==> src/rtl/sap_core.sv <==
// Accumulator CPU with internal RAM, host load port and a FETCH/DECODE/EXEC microsequencer.
// Optional single-step input enabled by defining SAP_STEP_EN.
module sap_core #(
  parameter int unsigned DATA_BITS = 8,
  parameter int unsigned ADDR_BITS = 4
) (
  input  logic                 clock,
  input  logic                 bReset,
  input  logic                 load_en,
  input  logic [ADDR_BITS-1:0] load_addr,
  input  logic [DATA_BITS-1:0] load_data,
  input  logic                 start,
`ifdef SAP_STEP_EN
  input  logic                 step,
`endif
  output logic [DATA_BITS-1:0] out,
  output logic                 out_valid,
  output logic                 busy,
  output logic                 halted,
  output logic [ADDR_BITS-1:0] pc
);

  localparam int unsigned DEPTH   = 2 ** ADDR_BITS;
  localparam int unsigned OP_BITS = 4;

  localparam logic [OP_BITS-1:0] OP_LDA = 4'h1;
  localparam logic [OP_BITS-1:0] OP_ADD = 4'h2;
  localparam logic [OP_BITS-1:0] OP_SUB = 4'h3;
  localparam logic [OP_BITS-1:0] OP_STA = 4'h4;
  localparam logic [OP_BITS-1:0] OP_LDI = 4'h5;
  localparam logic [OP_BITS-1:0] OP_JMP = 4'h6;
  localparam logic [OP_BITS-1:0] OP_JC  = 4'h7;
  localparam logic [OP_BITS-1:0] OP_JZ  = 4'h8;
  localparam logic [OP_BITS-1:0] OP_OUT = 4'hE;
  localparam logic [OP_BITS-1:0] OP_HLT = 4'hF;

  typedef enum logic [2:0] {
    IDLE   = 3'd0,
    FETCH  = 3'd1,
    DECODE = 3'd2,
    EXEC   = 3'd3,
    HALT   = 3'd4
  } state_t;

  state_t                 state, state_n;
  logic [DATA_BITS-1:0]   mem [DEPTH];
  logic [DATA_BITS-1:0]   a, a_n, b, b_n, out_n;
  logic [OP_BITS-1:0]     ir_op, ir_op_n;
  logic [ADDR_BITS-1:0]   ir_arg, ir_arg_n, pc_n;
  logic                   carry, carry_n, zero, zero_n, out_valid_n;
  logic                   mem_we;
  logic [ADDR_BITS-1:0]   mem_waddr;
  logic [DATA_BITS-1:0]   mem_wdata;
  logic [DATA_BITS:0]     sum;

  // State register
  always_ff @(posedge clock or negedge bReset) begin
    if (!bReset) state <= IDLE;
    else         state <= state_n;
  end

  // Next-state, datapath next values and RAM write request
  always_comb begin
    state_n     = state;
    pc_n        = pc;
    a_n         = a;
    b_n         = b;
    ir_op_n     = ir_op;
    ir_arg_n    = ir_arg;
    out_n       = out;
    carry_n     = carry;
    zero_n      = zero;
    out_valid_n = 1'b0;
    mem_we      = 1'b0;
    mem_waddr   = load_addr;
    mem_wdata   = load_data;
    sum         = '0;
    case (state)
      IDLE, HALT: begin
        mem_we = load_en;
        if (start) begin
          pc_n    = '0;
          a_n     = '0;
          b_n     = '0;
          carry_n = 1'b0;
          zero_n  = 1'b0;
          state_n = FETCH;
        end
      end
      FETCH: begin
`ifdef SAP_STEP_EN
        if (step) begin
`else
        begin
`endif
          ir_op_n  = mem[pc][DATA_BITS-1 -: OP_BITS];
          ir_arg_n = mem[pc][ADDR_BITS-1:0];
          pc_n     = pc + ADDR_BITS'(1);
          state_n  = DECODE;
        end
      end
      DECODE: begin
        b_n     = mem[ir_arg];
        state_n = (ir_op == OP_HLT) ? HALT : EXEC;
      end
      EXEC: begin
        state_n = FETCH;
        case (ir_op)
          OP_LDA: a_n = b;
          OP_ADD, OP_SUB: begin
            if (ir_op == OP_ADD) sum = {1'b0, a} + {1'b0, b};
            else                 sum = {1'b0, a} + {1'b0, ~b} + (DATA_BITS+1)'(1);
            a_n     = sum[DATA_BITS-1:0];
            carry_n = sum[DATA_BITS];
            zero_n  = (sum[DATA_BITS-1:0] == '0);
          end
          OP_STA: begin
            mem_we    = 1'b1;
            mem_waddr = ir_arg;
            mem_wdata = a;
          end
          OP_LDI: a_n = DATA_BITS'(ir_arg);
          OP_JMP: pc_n = ir_arg;
          OP_JC:  if (carry) pc_n = ir_arg;
          OP_JZ:  if (zero)  pc_n = ir_arg;
          OP_OUT: begin
            out_n       = a;
            out_valid_n = 1'b1;
          end
          default: ;
        endcase
      end
      default: state_n = IDLE;
    endcase
  end

  // Datapath and status registers
  always_ff @(posedge clock or negedge bReset) begin
    if (!bReset) begin
      pc        <= '0;
      a         <= '0;
      b         <= '0;
      ir_op     <= '0;
      ir_arg    <= '0;
      out       <= '0;
      carry     <= 1'b0;
      zero      <= 1'b0;
      out_valid <= 1'b0;
      busy      <= 1'b0;
      halted    <= 1'b0;
    end else begin
      pc        <= pc_n;
      a         <= a_n;
      b         <= b_n;
      ir_op     <= ir_op_n;
      ir_arg    <= ir_arg_n;
      out       <= out_n;
      carry     <= carry_n;
      zero      <= zero_n;
      out_valid <= out_valid_n;
      busy      <= (state_n == FETCH) || (state_n == DECODE) || (state_n == EXEC);
      halted    <= (state_n == HALT);
    end
  end

  // Program/data RAM keeps its contents across reset
  always_ff @(posedge clock) begin
    if (mem_we) mem[mem_waddr] <= mem_wdata;
  end

endmodule
==> config.mk <==
export PLATFORM = sky130hd
export DESIGN_NAME = sap_core
export DESIGN_NICKNAME = d
export VERILOG_FILES = /design/src/rtl/sap_core.sv
export SDC_FILE = /design/constraint.sdc
export NUM_CORES = 1
export LEC_CHECK = 0
export CAP_MARGIN = 20
export CORE_ASPECT_RATIO = 1.4
export CORE_MARGIN = 1
export CORE_UTILIZATION = 25
export DETAILED_ROUTE_END_ITERATION = 8
export SYNTH_ARGS = -nofsm -noshare
export SYNTH_HDL_FRONTEND = slang
export SYNTH_SLANG_ARGS = --single-unit
==> constraint.sdc <==
create_clock -name clock -period 2.99 [get_ports clock]
set_clock_uncertainty 0.05 [all_clocks]
set_input_delay 0.598 -clock clock [delete_from_list [all_inputs] [get_ports clock]]
set_output_delay 0.598 -clock clock [all_outputs]
set_load 0.01 [all_outputs]
==> metrics.md <==
| Metric | Value |
|---|---|
| Outcome | finished, final reports clean |
| Antenna-violating nets left | 0 |
| CP Capture Type | register |
| Clk_lat worst skew | 0.44 ns |
| Via count | 5530 |
| Cell area after placement | 9880 µm² |
| Detailed Place HPWL | 17000 µm |
| DRC errors left | 0 |
| Unique masters post-synth | 62 |
| Leakage | 3.71 nW |
| Initial DRC count | 557 |
| Max-slew violation count | 0 |
| Reg power frac | 34.5% |
| Crit path largest cell delay | 0.52 ns |
| Gate power share | 44.2% |
| Sw Share | 36.3% |
| P per Cell Area | 916 nW/µm² |
| Post-Place Cells | 1102 |
| Crit-path cells | ha_1 > or3b_2 > a31oi_1 > o21ai_0 > a21o_1 > and2_1 > o31ai_2 |
| Max-Cap Viols | 0 |
| Clock group share of total power | 21.4% |
| Synth Warn # | 0 |
| Leading cell type in the layout, fill and taps excluded | edfxtp_1 |
| Die area | 36000 µm² |
| Core ar. | 34900 µm² |
| Syn Area/Cell | 14.6 µm² |
| IO Pins | 31 |
| Seq/Total Area, Yosys | 56.1% |
| Worst endpoint data arrival time | 2.93 ns |
| Row cnt | 81 |
| First-pass DRT Iterations | 5 |
| Worst hold margin | 0.428 ns |
| RSZ-0062 raised after global routing | no |
| Setup TNS | 0 ns |
| Final cycle utilization of the critical path | 88.3% |
| Crit path required time | 3.29 ns |
| Layout area overhead | 18.4% |
| Drt wl/cell | 20.0 µm |
| Hold Crit Class | register to register |
| Cell Area, Synth | 8810 µm² |
| Clock Sinks | 172 |
| Final Hold Fails | 0 |
| CP Launch Type | register |
| # setup viols final | 0 |
| Fill cell count | 3489 |
| Initial Utilization | 25.3% |
| Vias in the first global route | 5680 |
| CTS buffer count | 17 |
| Share of post-route cells with drive strength above 1 | 25.0% |
| Fin util | 29.9% |
| First-pass GRT wire length | 35000 µm |
| Slowest CP cell | or3b_2 |
| Number of synthesized flops with an enable pin | 128 |
| Yosys reg bits | 172 |
| Switch Pwr | 0.00347 W |
| Area taken by multi-input logic gates | 3590 µm² |
| Worst Setup Path Type | register to register |
| Slew at the pin with the worst max-slew slack | 0.691 ns |
| GRT Util Overall | 13.3% |
| Synth Net Count | 640 |
| Max Freq | 0.379 GHz |
| FF/Latch Area | 4950 µm² |
| Non-filler cells in the finished layout | 1135 |
| Most frequent cells in the layout | 128 x edfxtp_1, 80 x mux4_2, 65 x nand2_1 |
| Final nets | 701 |
| Main synth FF type | edfxtp_1 |
| Die Y | 224 µm |
| CTS max path bufs | 2 |
| DRT Wirelength | 22700 µm |
| Post-route cell area | 10400 µm² |
| Worst-path clk slew | 0.06 ns |
| Vias per cell | 4.87 |
| Routability Congestion | 0.842 |
| Gate Count Post-Synth | 605 |
| Depth of the CTS H-tree | 4 |
| Slew margin rel. | 53.9% |
| Largest net degree at the start of global routing | 37 |
| Cell family with most CP delay | compound AO/OA/AOI/OAI gates |
| Flop2flop setup slack | 0.35 ns |
| CTS tree | done |
| Maximum VDD drop | 0.492 mV |
| Die X | 161 µm |
| Initial antenna violation count | 0 |
| Internal power contribution | 0.00609 W |
| CP max FO | 8 |
| Port bufs | 30 |
| Aggregate global routing overflow | 0 |
| Cts repair resizes | 0 |
| Diodes inserted | 0 |
| CTS root buf | clkbuf_16 |
| WP buf/inv | 0 |
| Final Critical Period | 2.64 ns |
| Async S/R FF share, synth | 25.6% |
## routing by layer
layer | routed length, µm | track usage, % | vias to the layer above
met5 | 0 | 0 | -
met4 | 588 | 5.31 | 0
met3 | 1070 | 2.63 | 33
met1 | 8820 | 15.4 | 2828
met2 | 12200 | 23.8 | 163
li1 | - | - | 2506
## flip-flops by register name, summed over array words and instances, names as in the netlist
| name | count |
|---|---|
| a | 8 |
| b | 8 |
| busy | 1 |
| carry | 1 |
| halted | 1 |
| ir_arg | 4 |
| ir_op | 4 |
| mem | 128 |
| out | 8 |
| out_valid | 1 |
| pc | 4 |
| state | 3 |
| zero | 1 |
## cell families (layout without fill, tap and decap cells)
kind of cell	Yosys count	count (layout)	share of synthesized area, %
DFF	172	172	56.1
and+or+nand+nor	159	159	8.64
AOI/OAI and AO/OA	103	103	7.84
muxes	85	85	21.1
buffers and inverters	64	138	3.13
adders and majority gates	19	19	2.87
xor gates and xnor gates	3	3	0.298
## cell usage after synthesis, types with 3 or more instances
| cell | instances | area, µm² |
|---|---|---|
| a31oi_1 | 9 | 56.3 |
| nor3_1 | 7 | 35.0 |
| buf_2 | 10 | 50.1 |
| nand3_1 | 14 | 70.1 |
| a22o_1 | 5 | 43.8 |
| nand2b_1 | 5 | 31.3 |
| inv_1 | 30 | 113 |
| o211ai_1 | 3 | 22.5 |
| nor3b_1 | 4 | 30.0 |
| edfxtp_1 | 128 | 3840 |
| o31ai_1 | 3 | 22.5 |
| a22oi_1 | 3 | 22.5 |
| nor2b_1 | 4 | 25.0 |
| a211oi_1 | 4 | 30.0 |
| dfrtp_1 | 44 | 1100 |
| a21o_1 | 3 | 22.5 |
| clkbuf_1 | 18 | 67.6 |
| ha_1 | 17 | 213 |
| a21oi_1 | 13 | 65.1 |
| and3_1 | 5 | 31.3 |
| nand2_1 | 65 | 244 |
| buf_6 | 3 | 33.8 |
| mux2_2 | 4 | 45.0 |
| mux4_2 | 80 | 1800 |
| nor2_1 | 38 | 143 |
| and2_1 | 3 | 18.8 |
| o21ai_0 | 38 | 190 |
| a32oi_1 | 4 | 35.0 |
## power groups by stage
stage / logic, W / clock network, W / registers, W
2_1_floorplan: 0.00311 / 0 / 0.00316
3_3_place_gp: 0.00422 / 0 / 0.00335
3_5_place_dp: 0.00425 / 0 / 0.00335
4_1_cts: 0.00426 / 0.00209 / 0.00330
5_1_grt: 0.00460 / 0.00217 / 0.00334
6_report: 0.00422 / 0.00204 / 0.00329
## worst reg2reg max path, stage by stage, from the launching register on
cell	delay, ns
dfrtp_1	0.48
ha_1	0.43
or3b_2	0.52
a31oi_1	0.32
o21ai_0	0.16
a21o_1	0.21
and2_1	0.17
o31ai_2	0.23
## final timing paths
check / from / endpoint / cells after the start
worst max-delay path: a[3] / zero / 7
worst min-delay path: out[2] / out[2] / 2
worst max register to register: a[3] / zero / 7
worst min register to register: out[2] / out[2] / 2
max in group asynchronous: bReset / ir_arg[0] / 3
min in group asynchronous: bReset / a[5] / 2
## area by class of cell
type,instances,area share [%]
Clock inverter,11,0.924
Multi-Input combinational cell,369,34.4
Timing Repair Buffer,74,6.38
Sequential cell,172,47.4
Tap cell,456,5.47
Inverter,32,1.15
Clock buffer,21,4.22
## timing repair
| action | CTS | global route |
|---|---|---|
| hold buffers | 1 | 0 |
| endpoints found under the hold margin | 9 | 0 |
| setup buffers | 0 | 0 |
## through the flow
stage / power [W] / worst slack, ns
after global routing: 0.0101 / 0.258
after floorplan: 0.00627 / 0.384
after detailed placement: 0.00760 / 0.344
after global placement: 0.00757 / 0.343
after CTS: 0.00965 / 0.336
final: 0.00955 / 0.351
(Power assumes the default switching activity.)
